==> src/rtl/serial_tx_pkg.sv <==
// serial_tx_pkg: state encoding and shared constants for the serial transmit arbiter.
package serial_tx_pkg;
  localparam int BYTE_W = 8;
  localparam int DEF_GAP_CYCLES = 2;
  localparam int DEF_START_TIMEOUT = 8;
  localparam logic [2:0] ST_IDLE = 3'd0;
  localparam logic [2:0] ST_LOAD = 3'd1;
  localparam logic [2:0] ST_SEND = 3'd2;
  localparam logic [2:0] ST_WAIT_START = 3'd3;
  localparam logic [2:0] ST_WAIT_DONE = 3'd4;
  localparam logic [2:0] ST_GAP = 3'd5;
endpackage

==> src/rtl/rr_priority_pick.sv <==
// rr_priority_pick: find-first-set over req starting at ptr, wrapping modulo N.
module rr_priority_pick #(
  parameter int N = 4,
  parameter int W = $clog2(N)
) (
  input  logic [N-1:0] req,
  input  logic [W-1:0] ptr,
  output logic [N-1:0] onehot,
  output logic [W-1:0] idx,
  output logic         valid
);
  logic [W-1:0] j;
  // Scan from the farthest slot back toward ptr so the nearest hit wins.
  always_comb begin
    idx = '0;
    j = '0;
    for (int i = N - 1; i >= 0; i--) begin
      j = W'((int'(ptr) + i) % N);
      idx = req[j] ? j : idx;
    end
  end
  assign valid = |req;
  assign onehot = valid ? N'(1) << idx : '0;
endmodule

==> src/rtl/serial_tx_arbiter.sv <==
// serial_tx_arbiter: round-robin sharing of one serial transmitter among NUM_REQ byte clients.
module serial_tx_arbiter
  import serial_tx_pkg::*;
#(
  parameter int NUM_REQ = 4,
  parameter int GAP_CYCLES = DEF_GAP_CYCLES,
  parameter int START_TIMEOUT = DEF_START_TIMEOUT
) (
  input  logic                      clk,
  input  logic                      rst_n,
  input  logic [NUM_REQ-1:0]        req,
  input  logic [BYTE_W*NUM_REQ-1:0] req_data,
  output logic [NUM_REQ-1:0]        ack,
  output logic [NUM_REQ-1:0]        grant,
  output logic                      tx_send,
  output logic [BYTE_W-1:0]         tx_data,
  input  logic                      tx_busy,
  output logic                      err
);
  localparam int IDX_W = $clog2(NUM_REQ);
  logic [1:0] rst_sync;
  logic arst_n;
  logic [2:0] state;
  logic [IDX_W-1:0] rr, cur, pick_idx;
  logic [NUM_REQ-1:0] pick_onehot;
  logic pick_valid, timeout, fin;
  logic [7:0] tocnt;
  logic [3:0] gapcnt;
  logic [BYTE_W-1:0] pick_byte;
  // Reset asserts immediately but releases two clocks after rst_n rises.
  always_ff @(posedge clk or negedge rst_n)
    if (!rst_n) rst_sync <= '0;
    else rst_sync <= {rst_sync[0], 1'b1};
  assign arst_n = rst_sync[1];
  rr_priority_pick #(.N(NUM_REQ), .W(IDX_W)) u_pick (
    .req(req),
    .ptr(rr),
    .onehot(pick_onehot),
    .idx(pick_idx),
    .valid(pick_valid)
  );
  assign pick_byte = req_data[BYTE_W*pick_idx +: BYTE_W];
  assign timeout = state == ST_WAIT_START && !tx_busy && tocnt == 8'(START_TIMEOUT - 1);
  assign fin = timeout || (state == ST_WAIT_DONE && !tx_busy);
  always_ff @(posedge clk or negedge arst_n)
    if (!arst_n) begin
      state <= ST_IDLE;
      grant <= '0;
      ack <= '0;
      tx_send <= 1'b0;
      tx_data <= '0;
      err <= 1'b0;
      rr <= '0;
      cur <= '0;
      tocnt <= '0;
      gapcnt <= '0;
    end else begin
      ack <= '0;
      tx_send <= 1'b0;
      case (state)
        ST_IDLE:
          if (pick_valid) begin
            grant <= pick_onehot;
            cur <= pick_idx;
            tx_data <= pick_byte;
            state <= ST_LOAD;
          end
        ST_LOAD: begin
          tx_send <= 1'b1;
          state <= ST_SEND;
        end
        ST_SEND: begin
          tocnt <= '0;
          state <= ST_WAIT_START;
        end
        ST_WAIT_START:
          if (tx_busy) state <= ST_WAIT_DONE;
          else tocnt <= tocnt + 8'd1;
        ST_WAIT_DONE: ;
        ST_GAP:
          if (gapcnt == 4'(GAP_CYCLES - 1)) state <= ST_IDLE;
          else gapcnt <= gapcnt + 4'd1;
        default: state <= ST_IDLE;
      endcase
      // A timed-out frame is retired exactly like a completed one, plus the sticky error.
      if (fin) begin
        ack <= grant;
        grant <= '0;
        rr <= (cur == IDX_W'(NUM_REQ - 1)) ? '0 : cur + IDX_W'(1);
        gapcnt <= '0;
        state <= (GAP_CYCLES == 0) ? ST_IDLE : ST_GAP;
      end
      if (timeout) err <= 1'b1;
    end
endmodule

==> config.mk <==
export PLATFORM = sky130hd
export DESIGN_NAME = serial_tx_arbiter
export DESIGN_NICKNAME = d
export VERILOG_FILES = /design/src/rtl/serial_tx_pkg.sv /design/src/rtl/rr_priority_pick.sv /design/src/rtl/serial_tx_arbiter.sv
export SDC_FILE = /design/constraint.sdc
export NUM_CORES = 1
export LEC_CHECK = 0
export CAP_MARGIN = 20
export CORE_MARGIN = 2
export CORE_UTILIZATION = 25
export DETAILED_ROUTE_END_ITERATION = 7
export HOLD_SLACK_MARGIN = 0.1
export PLACE_DENSITY_LB_ADDON = 0.1
export SYNTH_ARGS = -nofsm -noshare
export SYNTH_HDL_FRONTEND = slang
export SYNTH_HIERARCHICAL = 1
export SYNTH_SLANG_ARGS = --single-unit
==> constraint.sdc <==
create_clock -name clk -period 1.6 [get_ports clk]
set_input_delay 0.4 -clock clk [delete_from_list [all_inputs] [get_ports clk]]
set_output_delay 0.4 -clock clk [all_outputs]
set_load 0.03 [all_outputs]
==> out/results.ini, run 1 <==
[critical_path]
cp_num_buf_inv = 2
cpPeakStageDelay_ns = 0.48
critPathTopFamily = multiplexers
worstSetupPathType = flop to flop
crit_slowest_cell = mux4_2
worstSetupEndpointType = flop
crit_chain = nor2_2 > o21bai_1 > a221oi_2 > buf_4 > clkbuf_16 > mux4_2 > mux2_4
crit_fanout = 5
critPathRequiredTime_ns = 1.78
crit_path_start_kind = flop
arrival_ns = 2.29

[placement]
placed_area_sq_um = 3110
gp_congestion = 0.766
dp_cells = 381
pre_cts_ws_ns = -1.02
io_buffers = 56
dpl.hpwl_microns = 4050

[cts]
clk_latency_ns = 0.29
ctsHoldBuffers = 0
cts_sinks = 39
cts_tree = yes
cts_max_level = 2
cts-root-buf = clkbuf_8
cts_buffers = 5
path_clk_slew_ns = 0.08
cts_buffer_depth = 2

[synthesis]
yosysWarningCount = 6
synth_edf_count = 0
yosys-top-cells-count = dfrtp_1, nor2_1, mux2_2, nand2_1
synth.area.top_cells = dfrtp_1, mux4_2, mux2_2
syn-cell-area_sq_um = 2180
syn_nets = 236
avgSynthCellArea_sq_um = 11.3
seq_area_frac_synth_pct = 44.8
synth_top_cell_by_area = dfrtp_1
yosys.cell_types.count = 56
yosysTopAreaCellShare_pct = 44.8
synth.most_common_cell = dfrtp_1
async_flop_share_pct = 100
synthFlopType = dfrtp_1
synth_cells = 193
ys_ff_latch = 39

[floorplanning]
num_rows = 34
die_height_microns = 97.3
coreArea_sq_um = 8590
io_pins = 57
start_util_pct = 25.3
die_area_sq_um = 9480
die_w_microns = 97.3

[final_layout]
diodes = 0
fin_cells = 401
final_nets = 335
fin_area_sq_um = 3530
area_delta_synth_final_pct = 61.9
layout-drive-gt1-share_pct = 41.3
fillCellCount = 875

[power]
ir_drop_mv = 0.556
powerDensity_nw_per_um2 = 1670
leakage_nw = 1.57

[grt]
track_usage_pct = 12.5
grt_max_degree = 38
grt_pass1_vias = 1866
antenna_found_initial = 0
overflow = 0
grt_pass1_wl_microns = 9420

[timing]
rsz0062_at_grt = yes
drv_slew = 0
post-route-period-util_pct = 132
skew_ns = 0.00787
fin_crit_ns = 2.11
setup_viol = 23
max_freq_mhz = 474
finalWorstSetupSlack_ns = -0.512
timing_hold_violations_final = 0

[status]
status = finished, violations left
violations = setup timing

[hold_path]
min_path_type = input port to asynchronous set/reset pin

[route]
route.detailed.drc = 0
num_vias = 1820
ant_nets = 0
wire_per_inst_microns = 14.2
routed_wl_microns = 5700
first_pass_iters = 4
post_drt_via_cell_ratio = 4.54
initialDrtViolationCount = 55

[flow_run]
cap_violations = 0

-- cell type report --
type	instances	area (sq um)	area share [%]
Tap cell	108	135	3.83
Clock buffer	6	82.6	2.34
Clock inverter	2	35.0	0.993
Sequential cell	39	978	27.7
Inverter	8	32.5	0.922
Timing Repair Buffer	105	991	28.1
Multi-Input combinational cell	133	1270	36.1
-- placed cells by master, fill, tap and decap left out, types with 3 or more instances in the layout --
master / instances
o21ai_0: 5
inv_1: 7
mux2i_1: 5
a21oi_1: 6
nor2_2: 5
clkdlybuf4s50_1: 33
nor3_1: 4
and3_1: 3
and2_1: 3
mux4_2: 8
buf_4: 36
ha_1: 3
dlygate4sd2_1: 19
buf_6: 8
nor2_4: 5
clkbuf_8: 6
mux2_2: 7
nand2_1: 9
dfrtp_1: 37
mux2_4: 6
nor2_1: 9
-- through the flow --
step,hold slack (ns),power (mW),setup TNS (ns),utilization (%)
3_5_place_dp,0.318,4.56,-19.84,36.2
5_1_grt,0.247,6.36,-6.66,41.0
4_1_cts,0.249,5.59,-5.11,39.0
2_1_floorplan,0.104,3.44,-4.00,-
6_report,0.268,5.90,-5.00,41.0
3_3_place_gp,0.331,4.56,-19.85,36.2
-- logic make-up (layout without fill, tap and decap cells) --
kind of cell | Yosys count | after routing | synth area share (%)
AND/OR/NAND/NOR | 63 | 63 | 16.7
flip-flops | 39 | 39 | 44.8
AO/OA/AOI/OAI | 34 | 34 | 11.4
multiplexers | 26 | 26 | 17.3
buffers and inverters | 21 | 121 | 5.34
XOR/XNOR | 5 | 5 | 2.01
adder cells (fa/ha/maj) | 4 | 4 | 2.30
other | 1 | 1 | 0.172
-- sequential cells by signal, summed over array words and instances (netlist names) --
signal / count
rst_sync: 2
gapcnt: 4
ack: 4
tx_data: 8
tx_send: 1
err: 1
tocnt: 8
grant: 4
state: 3
cur: 2
rr: 2
-- routing by layer --
metal  track usage [%]  up-vias  part of all wire (%)
li1                  -      891                     -
met1              15.7      906                    44
met2              21.4       19                    53
met3              2.88        4                   2.3
met4              3.85        0                  0.74
met5                 0        -                     0
-- power by group --
part           switching, mW  internal, mW
sequential             0.284          1.37
combinational           1.58          1.80
clock                  0.361         0.505
-- path summary, 6_finish.rpt --
| kind | endpoint | depth (start not counted) | slack, ns | start |
|---|---|---|---|---|
| setup / recovery | tx_data[6] | 7 | -0.51 | rr[0] |
| hold / removal | rst_sync[1] | 1 | 0.27 | rst_n |
| setup reg to reg | tx_data[6] | 7 | -0.51 | rr[0] |
| hold reg to reg | tx_data[0] | 1 | 0.29 | rst_sync[1] |
| max in group asynchronous | state[0] | 1 | 0.94 | rst_sync[1] |
| min in group clk | rst_sync[1] | 0 | 0.36 | rst_sync[0] |
-- what timing repair did --
item	CTS	global route
gates resized for setup	56	39
cloned	2	1
setup endpoints to repair	47	29
pin swaps	3	6
setup buffers	3	9
-- worst register-to-register path: stages (launching register included) --
cell       delay (ns)
dfrtp_1          0.45
nor2_2           0.07
o21bai_1         0.17
a221oi_2         0.24
buf_4            0.17
clkbuf_16        0.15
mux4_2           0.48
mux2_4           0.27
No activity file was read; power rests on OpenSTA's default activity.
==> inputs of run 2 (changes only) <==
--- a/config.mk
+++ b/config.mk
@@ -8,9 +8,10 @@
 export CAP_MARGIN = 20
 export CORE_MARGIN = 2
 export CORE_UTILIZATION = 25
+export CTS_CLUSTER_DIAMETER = 100
 export DETAILED_ROUTE_END_ITERATION = 7
 export HOLD_SLACK_MARGIN = 0.1
-export PLACE_DENSITY_LB_ADDON = 0.1
+export PLACE_DENSITY = 0.47
 export SYNTH_ARGS = -nofsm -noshare
 export SYNTH_HDL_FRONTEND = slang
 export SYNTH_HIERARCHICAL = 1
==> run 2 against run 1 <==
Compared with the run above:
- the flow still finishes with violations (setup timing)
- global-route usage about the same
- power increased by 1.7%
- register-to-register slack better by 0.05 ns
- largest cell class unchanged
==> out/results.ini, run 2 (synthesis gave the netlist of run 1 again) <==
[floorplanning]
coreArea_sq_um = 8590  ; unchanged
die_height_microns = 97.3  ; unchanged
start_util_pct = 25.3  ; unchanged
die_w_microns = 97.3  ; unchanged
die_area_sq_um = 9480  ; unchanged
num_rows = 34  ; unchanged
io_pins = 57  ; unchanged

[grt]
grt_pass1_vias = 1917  ; was 1866
track_usage_pct = 12.4  ; was 12.5%
overflow = 0  ; unchanged
antenna_found_initial = 0  ; unchanged
grt_pass1_wl_microns = 9550  ; was 9420 microns
grt_max_degree = 26  ; was 38

[route]
wire_per_inst_microns = 13.7  ; was 14.2 microns
num_vias = 1794  ; was 1820
initialDrtViolationCount = 65  ; was 55
route.detailed.drc = 0  ; unchanged
first_pass_iters = 4  ; unchanged
routed_wl_microns = 5540  ; was 5700 microns
ant_nets = 0  ; unchanged
post_drt_via_cell_ratio = 4.44  ; was 4.54

[power]
power.share.sequential_pct = 27.6  ; was 28.0%
combPwrFrac_pct = 55.7  ; was 57.4%
power.total_mw = 6.00  ; was 5.90 mW
swShare_pct = 37.1  ; was 37.7%
leakage_nw = 1.57  ; about the same
switchingPower_mw = 2.23  ; was 2.22 mW
ir_drop_mv = 0.758  ; was 0.556 mV
clkPwrFrac_pct = 16.7  ; was 14.7%
powerDensity_nw_per_um2 = 1710  ; was 1670 nW/um^2
intPower_mw = 3.77  ; was 3.68 mW

[final_layout]
fin_area_sq_um = 3520  ; was 3530 sq um
final_nets = 338  ; was 335
final_cell_mix = buf_4, dfrtp_1, clkdlybuf4s50_1  ; was dfrtp_1, buf_4, clkdlybuf4s50_1
area_delta_synth_final_pct = 61.5  ; was 61.9%
fin_cells = 404  ; was 401
final_common_cell = buf_4  ; was dfrtp_1
reg_top3 = tocnt x8, tx_data x8  ; unchanged
diodes = 0  ; unchanged
layout-drive-gt1-share_pct = 41.6  ; was 41.3%
fin_util_pct = 40.9  ; was 41.0%

[placement]
dpl.hpwl_microns = 4000  ; was 4050 microns
dp_cells = 385  ; was 381
pre_cts_ws_ns = -1.02  ; about the same
gp_congestion = 0.763  ; was 0.766
io_buffers = 56  ; unchanged
placed_area_sq_um = 3120  ; was 3110 sq um

[critical_path]
rr_endpoint = tx_data[5]  ; was tx_data[6]
crit_chain = nor2_4 > o21bai_4 > a221oi_4 > buf_6 > mux4_2 > mux2_4  ; was nor2_2 > o21bai_1 > a221oi_2 > buf_4 > clkbuf_16 > mux4_2 > mux2_4
crit_path_start_kind = flop  ; unchanged
worstSetupPathType = flop to flop  ; unchanged
critPathRequiredTime_ns = 1.78  ; about the same
crit_fanout = 7  ; was 5
arrival_ns = 2.25  ; was 2.29 ns
worst-r2r-cell-count = 6  ; was 7
r2r_start = rr[1]  ; was rr[0]
critPathTopFamily = multiplexers  ; unchanged
rrSetupSlack_ns = -0.46  ; was -0.51 ns
crit_slowest_cell = mux4_2  ; unchanged
cpPeakStageDelay_ns = 0.50  ; was 0.48 ns
worstSetupEndpointType = flop  ; unchanged
cp_num_buf_inv = 1  ; was 2

[cts]
cts_sinks = 39  ; unchanged
ctsHoldBuffers = 0  ; unchanged
cts_buffer_depth = 2  ; unchanged
cts_max_level = 2  ; unchanged
cts_buffers = 5  ; unchanged
cts-root-buf = clkbuf_8  ; unchanged
path_clk_slew_ns = 0.08  ; about the same
clk_latency_ns = 0.29  ; about the same
cts_tree = yes  ; unchanged

[flow_run]
cap_violations = 0  ; unchanged

[timing]
setup_viol = 23  ; unchanged
skew_ns = 0.00544  ; was 0.00787 ns
finalWorstSetupSlack_ns = -0.464  ; was -0.512 ns
fin_crit_ns = 2.06  ; was 2.11 ns
rsz0062_at_grt = yes  ; unchanged
max_freq_mhz = 485  ; was 474 MHz
post-route-period-util_pct = 129  ; was 132%
timing_hold_violations_final = 0  ; unchanged
hold_ws_ns = 0.197  ; was 0.268 ns
drv_slew = 0  ; unchanged
fin_tns_setup_ns = -5.13  ; was -5.00 ns

[status]
status = finished, violations left  ; unchanged
violations = setup timing  ; unchanged

[hold_path]
min_path_type = flop to asynchronous set/reset pin  ; was input port to asynchronous set/reset pin

[run 2: worst max-delay path by stage]
| stage | startpoint | endpoint | cells after the start |
|---|---|---|---|
| finish | rr[1] | tx_data[5] | 6 |
| global placement | req[1] | tx_data[7] | 6 |
| detailed placement | req[1] | tx_data[5] | 6 |
| CTS | rr[1] | tx_data[6] | 6 |
| floorplan | rr[1] | tx_data[0] | 7 |
| global route | rr[1] | tx_data[5] | 6 |
[run 2: metal layers]
metal / vias up / wire [microns] / track usage, %
met5: - / 0 / 0
met4: 0 / 104 / 4.59
met3: 6 / 173 / 2.37
met2: 24 / 2560 / 19.9
met1: 865 / 2700 / 16.8
li1: 899 / - / -
[run 2: area by class of cell]
type                       instances  area (sq um)
clock buffer                       5          68.8
sequential                        39           980
tap                              108           135
timing repair buffer             108           966
multi-input combinational        133          1270
clock inverter                     3          67.6
inverter                           8          30.0
fill                             852          5080
[run 2: power groups by stage]
stage,combinational (mW),clock (mW),sequential [mW]
finish,3.34,1.00,1.66
global route,3.64,1.07,1.73
CTS,3.15,1.03,1.65
detailed placement,2.90,0,1.67
global placement,2.88,0,1.68
floorplan,1.46,0,1.99
[run 2: worst register-to-register path: cells and delay by family, from the launching register on]
| kind | cells | cell delay (ns) |
|---|---|---|
| compound gates | 2 | 0.51 |
| buf+inv | 1 | 0.19 |
| simple gates | 1 | 0.04 |
| flops | 1 | 0.44 |
| mux | 2 | 0.77 |
[run 2: timing repair]
action	CTS	global route
cloned	2	0
endpoints found under the hold margin	0	0
setup buffers	8	3
setup endpoints to repair	46	29
gates resized for setup	69	23
pin swaps	5	3
